File: src/rtl/alu_pkg.sv
// alu_pkg: opcodes, FSM states and the single-cycle ALU function shared by alu_pipe
package alu_pkg;
    localparam int MAX_W = 32;
    localparam logic [3:0] OP_ADD = 4'b0000, OP_SUB = 4'b0001, OP_MUL = 4'b0010, OP_SLT = 4'b0011,
        OP_AND = 4'b1000, OP_OR = 4'b1001, OP_XOR = 4'b1010, OP_NOT = 4'b1011,
        OP_SRL = 4'b1100, OP_SLL = 4'b1101, OP_ROR = 4'b1110, OP_ROL = 4'b1111;
    typedef enum logic {ST_IDLE, ST_MUL} state_t;
    typedef struct packed {
        logic [MAX_W-1:0] res;
        logic             carry;
        logic             ovf;
        logic             ill;
    } alu_res_t;

    function automatic logic bit_at(input logic [MAX_W:0] x, input int n);
        logic [MAX_W:0] t;
        t = x >> n;
        return t[0];
    endfunction

    // Operands arrive zero-extended to MAX_W; w is the live datapath width.
    function automatic alu_res_t alu_op(input int w, input logic [3:0] op,
                                        input logic [MAX_W-1:0] a, input logic [MAX_W-1:0] b);
        logic [MAX_W-1:0] mask;
        logic [MAX_W:0]   sum, dif;
        logic             sa, sb, rs;
        alu_res_t         r;
        mask = {MAX_W{1'b1}} >> (MAX_W - w);
        sa = bit_at({1'b0, a}, w - 1);
        sb = bit_at({1'b0, b}, w - 1);
        sum = {1'b0, a} + {1'b0, b};
        dif = {1'b0, a} - {1'b0, b};
        r = '0;
        case (op)
            OP_ADD: begin r.res = sum[MAX_W-1:0]; r.carry = bit_at(sum, w); end
            OP_SUB: begin r.res = dif[MAX_W-1:0]; r.carry = a < b; end
            OP_MUL: r.ill = 1'b0;
            OP_SLT: r.res = MAX_W'((sa != sb) ? sa : (a < b));
            OP_AND: r.res = a & b;
            OP_OR:  r.res = a | b;
            OP_XOR: r.res = a ^ b;
            OP_NOT: r.res = ~a;
            OP_SRL: begin r.res = a >> 1; r.carry = a[0]; end
            OP_SLL: begin r.res = a << 1; r.carry = sa; end
            OP_ROR: begin r.res = (a >> 1) | (MAX_W'(a[0]) << (w - 1)); r.carry = a[0]; end
            OP_ROL: begin r.res = (a << 1) | MAX_W'(sa); r.carry = sa; end
            default: r.ill = 1'b1;
        endcase
        r.res = r.res & mask;
        rs = bit_at({1'b0, r.res}, w - 1);
        r.ovf = (op == OP_ADD && sa == sb && rs != sa) || (op == OP_SUB && sa != sb && rs != sa);
        return r;
    endfunction
endpackage

File: src/rtl/alu_mul_seq.sv
// alu_mul_seq: WIDTH-step shift-add multiplier producing a 2*WIDTH-bit product
module alu_mul_seq #(
    parameter int WIDTH = 8,
    parameter int CNT_W = $clog2(WIDTH + 1)
) (
    input  logic               clock,
    input  logic               reset,
    input  logic               start,
    input  logic [WIDTH-1:0]   a,
    input  logic [WIDTH-1:0]   b,
    output logic               done,
    output logic [2*WIDTH-1:0] product
);
    logic               run;
    logic [CNT_W-1:0]   cnt;
    logic [2*WIDTH-1:0] mcand;
    logic [WIDTH-1:0]   mplier;

    assign done = run && cnt == CNT_W'(WIDTH);

    always_ff @(posedge clock) begin
        if (reset) begin
            run <= 1'b0;
            cnt <= '0;
            mcand <= '0;
            mplier <= '0;
            product <= '0;
        end else if (start) begin
            run <= 1'b1;
            cnt <= '0;
            mcand <= {{WIDTH{1'b0}}, a};
            mplier <= b;
            product <= '0;
        end else if (done) begin
            run <= 1'b0;
        end else if (run) begin
            product <= mplier[0] ? product + mcand : product;
            mcand <= mcand << 1;
            mplier <= mplier >> 1;
            cnt <= cnt + CNT_W'(1);
        end
    end
endmodule

File: src/rtl/alu_pipe.sv
// alu_pipe: handshaked WIDTH-bit ALU with status flags and an iterative shift-add multiply
module alu_pipe
    import alu_pkg::*;
#(
    parameter int WIDTH = 8,
    parameter int CNT_W = $clog2(WIDTH + 1)
) (
    input  logic             clock,
    input  logic             reset,
    input  logic             in_valid,
    output logic             in_ready,
    input  logic [WIDTH-1:0] A,
    input  logic [WIDTH-1:0] B,
    input  logic [3:0]       control,
    output logic             out_valid,
    input  logic             out_ready,
    output logic [WIDTH-1:0] out,
    output logic             flag_zero,
    output logic             flag_carry,
    output logic             flag_negative,
    output logic             flag_overflow,
    output logic             illegal
);
    state_t             state, state_n;
    alu_res_t           r;
    logic               accept, is_mul, load, mul_done, unused_res;
    logic [2*WIDTH-1:0] product;
    logic [WIDTH-1:0]   res;
    logic               carry, ovf, ill;

    assign in_ready = state == ST_IDLE && (!out_valid || out_ready);
    assign accept = in_valid && in_ready;
    assign is_mul = control == OP_MUL;
    assign load = (accept && !is_mul) || (state == ST_MUL && mul_done);
    assign r = alu_op(WIDTH, control, MAX_W'(A), MAX_W'(B));
    assign unused_res = ^r.res;

    alu_mul_seq #(.WIDTH(WIDTH), .CNT_W(CNT_W)) u_mul (
        .clock(clock),
        .reset(reset),
        .start(accept && is_mul),
        .a(A),
        .b(B),
        .done(mul_done),
        .product(product)
    );

    // While multiplying, control may already carry the next opcode, so the flags come from the product.
    always_comb begin
        state_n = (state == ST_IDLE) ? ((accept && is_mul) ? ST_MUL : ST_IDLE)
                                     : (mul_done ? ST_IDLE : ST_MUL);
        res = (state == ST_MUL) ? product[WIDTH-1:0] : r.res[WIDTH-1:0];
        carry = (state == ST_MUL) ? |product[2*WIDTH-1:WIDTH] : r.carry;
        ovf = (state == ST_MUL) ? 1'b0 : r.ovf;
        ill = (state == ST_MUL) ? 1'b0 : r.ill;
    end

    always_ff @(posedge clock) begin
        if (reset) begin
            state <= ST_IDLE;
            out_valid <= 1'b0;
            out <= '0;
            flag_zero <= 1'b0;
            flag_carry <= 1'b0;
            flag_negative <= 1'b0;
            flag_overflow <= 1'b0;
            illegal <= 1'b0;
        end else begin
            state <= state_n;
            if (load) begin
                out_valid <= 1'b1;
                out <= res;
                flag_zero <= res == '0;
                flag_carry <= carry;
                flag_negative <= res[WIDTH-1];
                flag_overflow <= ovf;
                illegal <= ill;
            end else if (out_ready) begin
                out_valid <= 1'b0;
            end
        end
    end
endmodule

File: config.mk
export PLATFORM = sky130hd
export DESIGN_NAME = alu_pipe
export DESIGN_NICKNAME = d
export VERILOG_FILES = /design/src/rtl/alu_pkg.sv /design/src/rtl/alu_mul_seq.sv /design/src/rtl/alu_pipe.sv
export SDC_FILE = /design/constraint.sdc
export NUM_CORES = 1
export LEC_CHECK = 0
export CORE_UTILIZATION = 44
export DETAILED_ROUTE_END_ITERATION = 10
export PLACE_DENSITY = 0.67
export SETUP_SLACK_MARGIN = 0.05
export SLEW_MARGIN = 0
export SYNTH_ARGS = -nofsm -noshare
export SYNTH_HDL_FRONTEND = slang
export SYNTH_SLANG_ARGS = --single-unit
File: constraint.sdc
create_clock -name clock -period 4.2 [get_ports clock]
set_clock_uncertainty 0.05 [all_clocks]
set_input_delay 0.84 -clock clock [delete_from_list [all_inputs] [get_ports clock]]
set_output_delay 0.84 -clock clock [all_outputs]
set_load 0.01 [all_outputs]
Yosys cells after proc, flatten, opt, wreduce, memory -nomap -nowiden
Cells that the tools add are included.
{"block": "word_totals", "register_bits": 60, "in_bits": 24, "out_inout_bits": 15, "wordCells": 92}
{"block": "classes", "add_sub_neg": 4, "n_lt_le_gt_ge": 1, "eq_ne": 16, "mux": 21, "n_bitwise": 8, "n_reduce_logical": 28}
{"op": "$pmux 8 s11", "count": 1}
{"op": "$mux 8", "count": 7}
{"op": "$eq 4x4->1 const B", "count": 9}
{"op": "$add 16x16->16", "count": 1}
{"op": "$mux 1", "count": 12}
{"op": "$reduce_or 12->1", "count": 1}
{"op": "$logic_and 1x1->1", "count": 10}
{"op": "$add 8x8->9", "count": 1}
{"op": "$and 8x8->8", "count": 1}
{"op": "$eq 4x2->1 const B", "count": 2}
{"op": "$logic_not 8->1", "count": 1}
{"op": "$lt 8x8->1", "count": 1}
{"op": "$not 8->8", "count": 1}
{"op": "$or 7x8->8", "count": 1}
{"op": "$or 8x1->8", "count": 1}
{"op": "$or 8x8->8", "count": 1}
{"op": "$reduce_or 8->1", "count": 1}
{"op": "$sub 8x8->8", "count": 1}
{"op": "$xor 8x8->8", "count": 1}
{"op": "$reduce_bool 2->1", "count": 3}
{"op": "$reduce_or 2->1", "count": 3}
{"op": "$add 4x1->4 const B", "count": 1}
{"op": "$eq 4x1->1 const B", "count": 1}
{"op": "$logic_not 4->1", "count": 1}
{"op": "other kinds (9)", "count": 15}

Logic depth before layout (Yosys ltp)
{"block": "depth", "ltp_word": 7, "depth_mapped": 12, "ltp_nobuf": 12}

Modules after synthesis
From an unflattened synthesis, not the netlist that was laid out.
{"block": "unflattened", "hier_cells": 597, "hier_area_um2": 4573.1}
{"module": "alu_mul_seq", "n_inst": 1, "cells_per_inst": 320, "area_each_um2": 2433.6, "seq_area_each_um2": 900.9}
{"module": "alu_pipe", "n_inst": 1, "cells_per_inst": 277, "area_each_um2": 2139.6, "seq_area_each_um2": 280.3}

Worst setup path before layout
No wires, ideal clock.
{"block": "synth_timing", "path_kind": "input to register", "start": "input A[0]", "end": "register flag_zero", "setup_ns": 0.117, "t_arrival_ns": 2.710, "required_time_ns": 4.033, "setup_slack_ns": 1.323, "cell_stages": 12, "path_buffers": 0, "path_cell_list": "inv_1 ha_1 inv_1 fa_1 nor2b_1 o21bai_1 a21oi_1 o311ai_1 a31oi_1 a32oi_1 a2111oi_0 a32o_2"}
{"block": "synth_via", "elab_chain_cells": 5, "word_cells_on_any_way": 13, "classes_between": "add/sub (2); order compare (1); mux (3); bitwise (6); reduce/logical (1)"}
{"element": "start: declaration", "line_no": "alu_pipe.sv:12", "rtl": "input logic [WIDTH-1:0] A,"}
{"element": "$lt 8x8->1", "line_no": "alu_pkg.sv:38", "rtl": "OP_SLT: r.res = MAX_W'((sa != sb) ? sa : (a < b));"}
{"element": "$mux 1", "line_no": "alu_pkg.sv:38"}
{"element": "$pmux 8 s11 *", "line_no": "alu_pkg.sv:34", "rtl": "case (op)"}
{"element": "$mux 8 *", "line_no": "alu_pipe.sv:52", "rtl": "res = (state == ST_MUL) ? product[WIDTH-1:0] : r.res[WIDTH-1:0];"}
{"element": "$logic_not 8->1 *", "line_no": "alu_pipe.sv:73", "rtl": "flag_zero <= res == '0;"}
{"element": "end signal: assignment", "line_no": "alu_pipe.sv:63", "rtl": "flag_zero <= 1'b0;"}
{"element": "end signal: assignment", "line_no": "alu_pipe.sv:73"}
{"element": "end: declaration", "line_no": "alu_pipe.sv:18", "rtl": "output logic flag_zero,"}
Mark *: on every way between the ends. The rest lies on a longest branch, timed or not.
A chain may end at the register's enable or synchronous reset.

Final worst setup path
Ends and elaborated chain as after synthesis.

==> results.cfg <==
[run_status]
result_of_the_run = complete, no violations

[power]
netSwitchingFraction = 0.283
power.static_leakage_nw = 2.11
p_int_mw = 1.05
power_per_cell_area_nw_per_um2 = 278
portion_of_total_power_attributed_to_sequential_cells = 0.398
power.share.clock = 0.395
irDropWorstVdd_mv = 0.151
combinationalPowerShare = 0.207
power.switching_mw = 0.413

[sta]
setup_viol = 0
number_of_endpoints_with_negative_hold_slack_in_the_final_report = 0
timing.final.max_slew_violations = 0
slew_headroom = 0.388
max_slew.worst_pin.slew_ns = 0.916
rsz0062_at_grt = no
fmax_mhz = 280
final.period_utilization = 0.850
finalHoldWorstSlack_ns = 0.407
fin_crit_ns = 3.57
setup_total_negative_slack_ns = 0

[critical_path]
cp.arrival_ns = 3.75
reg2reg_to = u_mul.product[15]
setup.worst_path.start_class = input pin
ff2ff_path_depth = 9
cp_max_fanout = 6
r2r-start = u_mul.mcand[7]
worst_setup_path_startpoint = A[0]
timing.setup.critical_path_class = in2reg
slowest_stage = sky130_fd_sc_hd__clkdlybuf4s50_1
timing.reg2reg.setup_slack_ns = 1.61
worstPathRequired_ns = 4.39
crit_path_frequent_cell = sky130_fd_sc_hd__inv_1
critPathCaptureType = flip-flop
critical-path-max-stage-delay_ns = 0.53
cp_cell_sequence = clkdlybuf4s50_1 > inv_1 > ha_1 > inv_1 > fa_1 > nor2b_1 > o21bai_1 > a21oi_1 > o311ai_1 > a31oi_1 > a32oi_1 > a2111oi_0 > a32o_2

[cts]
cts_inserted_buffers = 9
postCtsSetupRepairBufs = 0
post_cts_repair_resize_count = 0
cts.hold.buffers_added = 0
depth_of_the_cts_h_tree = 3
clock_tree_from_tritoncts = built
cts_root_buffer = sky130_fd_sc_hd__clkbuf_8
clock_pin_transition_on_the_worst_setup_and_hold_timing_paths_ns = 0.07
clock_path_buffers = 2
worst_skew_pair.late_latency_ns = 0.34
cts.sink_count = 59

[synthesis]
synth.top_cells.by_area = sky130_fd_sc_hd__dfxtp_1 26%, sky130_fd_sc_hd__ha_1 12%, sky130_fd_sc_hd__nand2_1 8.3%
synth.yosys.seq_area_share = 0.260
netlist-cell-type-count = 66
per_instance_average_area_after_synthesis_sq_um = 7.61
synth_edf_count = 0
yosys_register_bits = 59
synth_fp_nets = 667
synthesis.instances = 597
ys.warnings.count = 0
ys.flop_type = sky130_fd_sc_hd__dfxtp_1
ys_async_sr_fraction = 0
yosysTopAreaCellShare = 0.260
synth_largest_area_cell = sky130_fd_sc_hd__dfxtp_1
syn_area_sq_um = 4540

[floorplan]
rows = 36
die_h_microns = 104
initial_core_utilization = 0.458
fp.dieW_microns = 104
core_sq_um = 9910
top_level_pins = 39
overall_die_area_sq_um = 10700

[global_route]
grt_max_degree = 34
wire_length_of_the_first_global_routing_pass_microns = 21400
initial_antenna_violation_count = 0
gr_ovfl_total = 0
vias_in_the_first_global_route = 4360
global_route.usage.total = 0.246

[routing]
antenna_left = 0
drt_drc_violations_left = 0
drt_iter0_markers = 189
drt_first_pass_iters = 4
via_per_inst = 5.70
detail_route.wirelength_microns = 12700
via_count = 4347
avgRoutedWirePerCell_microns = 16.6

[finish]
layout.cells.most_common = sky130_fd_sc_hd__nand2_1
layout.cells.most_common_list = 100 x sky130_fd_sc_hd__nand2_1, 62 x sky130_fd_sc_hd__a21oi_1, 59 x sky130_fd_sc_hd__dfxtp_1, 56 x sky130_fd_sc_hd__nor2_1, 43 x sky130_fd_sc_hd__ha_1
finish.cell_count_without_fillers = 763
inserted_diodes = 0
drive_gt1_frac = 0.0714
final_net_count = 696
syn2layout_area_growth_pct = 15.5
stdcell_area_sq_um = 5250

[placed_design]
port_buf_inserts = 38
place.detailed.instances = 748
place_area_sq_um = 5030
hpwlAfterDp_microns = 9690
place_congestion = 0.894

[min_path]
cell_count_of_the_worst_hold_path = 2
worst_hold_path_type = reg2reg
holdPathEnd = out[6]
hp-start = out[6]

[job]
maxCapViolCount = 0
-- critical path: cells and delay by family --
kind | cells | cell delay [ns]
buffers and inverters | 3 | 0.75
AO/OA/AOI/OAI | 7 | 1.46
AND/OR/NAND/NOR | 1 | 0.14
adder cells (fa/ha/maj) | 2 | 0.57
-- power groups by stage --
| stage | clock network (mW) | logic, mW | registers, mW |
|---|---|---|---|
| after CTS | 0.592 | 0.299 | 0.581 |
| final | 0.576 | 0.301 | 0.581 |
| after global routing | 0.617 | 0.331 | 0.583 |
| after global placement | 0 | 0.297 | 0.593 |
| after detailed placement | 0 | 0.297 | 0.594 |
| after floorplan | 0 | 0.185 | 0.595 |
-- area by class of cell --
cell class              count  area, sq um
clock buffers              10          138
fillers                   952         4660
clock inverters             5         77.6
repair buffers             53          493
inverters                  31          116
well taps                 133          166
flip-flops and latches     59         1180
multi-input cells         472         3070
-- worst max path at each step --
| stage | slack (ns) | endpoint | depth (start not counted) |
|---|---|---|---|
| after floorplan | 1.32 | flag_zero | 12 |
| after global placement | 0.50 | flag_zero | 10 |
| after detailed placement | 0.39 | flag_zero | 13 |
| after CTS | 0.73 | flag_zero | 13 |
| after global routing | 0.48 | flag_zero | 13 |
| final | 0.63 | flag_zero | 13 |
-- per-layer routing --
layer,track usage,vias to the layer above,part of all wire
met3,0.0428,26,0.053
met1,0.306,2036,0.45
met5,0,-,0
li1,-,2166,-
met4,0.110,0,0.030
met2,0.415,119,0.47
-- metrics by stage --
step	total power, mW	utilization	worst slack, ns
floorplan	0.780	-	1.32
global placement	0.891	0.508	0.501
detailed placement	0.892	0.508	0.387
CTS	1.47	0.529	0.732
global route	1.53	0.529	0.478
finish	1.46	0.529	0.632
-- synth_stat cells, drive strengths merged (6+ instances only) --
cell type  count
o31ai          6
dfxtp         59
o21ai         22
nor2          56
nand2b         9
buf           13
ha            43
a311oi        14
xnor2          8
nand3          7
a31oi          7
xor2          11
nor2b         10
a21oi         62
inv           31
nor3          12
a21o           6
a211oi        11
and2           9
clkbuf        22
nand2        101
-- state kept, by name (all words and copies together), names as in the netlist --
name and flops:
illegal 1, u_mul.mplier 8, state 1, flag_overflow 1, out 8, u_mul.mcand 16
flag_zero 1, u_mul.cnt 4, u_mul.product 16, flag_carry 1, u_mul.run 1, out_valid 1
-- kinds of logic after synthesis --
| kind of cell | Yosys count | synth area share |
|---|---|---|
| mux | 8 | 0.0218 |
| fa+ha+maj | 46 | 0.132 |
| buf+inv | 66 | 0.0633 |
| flops | 59 | 0.260 |
| simple gates | 228 | 0.232 |
| compound gates | 171 | 0.255 |
| xor+xnor | 19 | 0.0366 |
No activity file was read; power rests on OpenSTA's default activity.
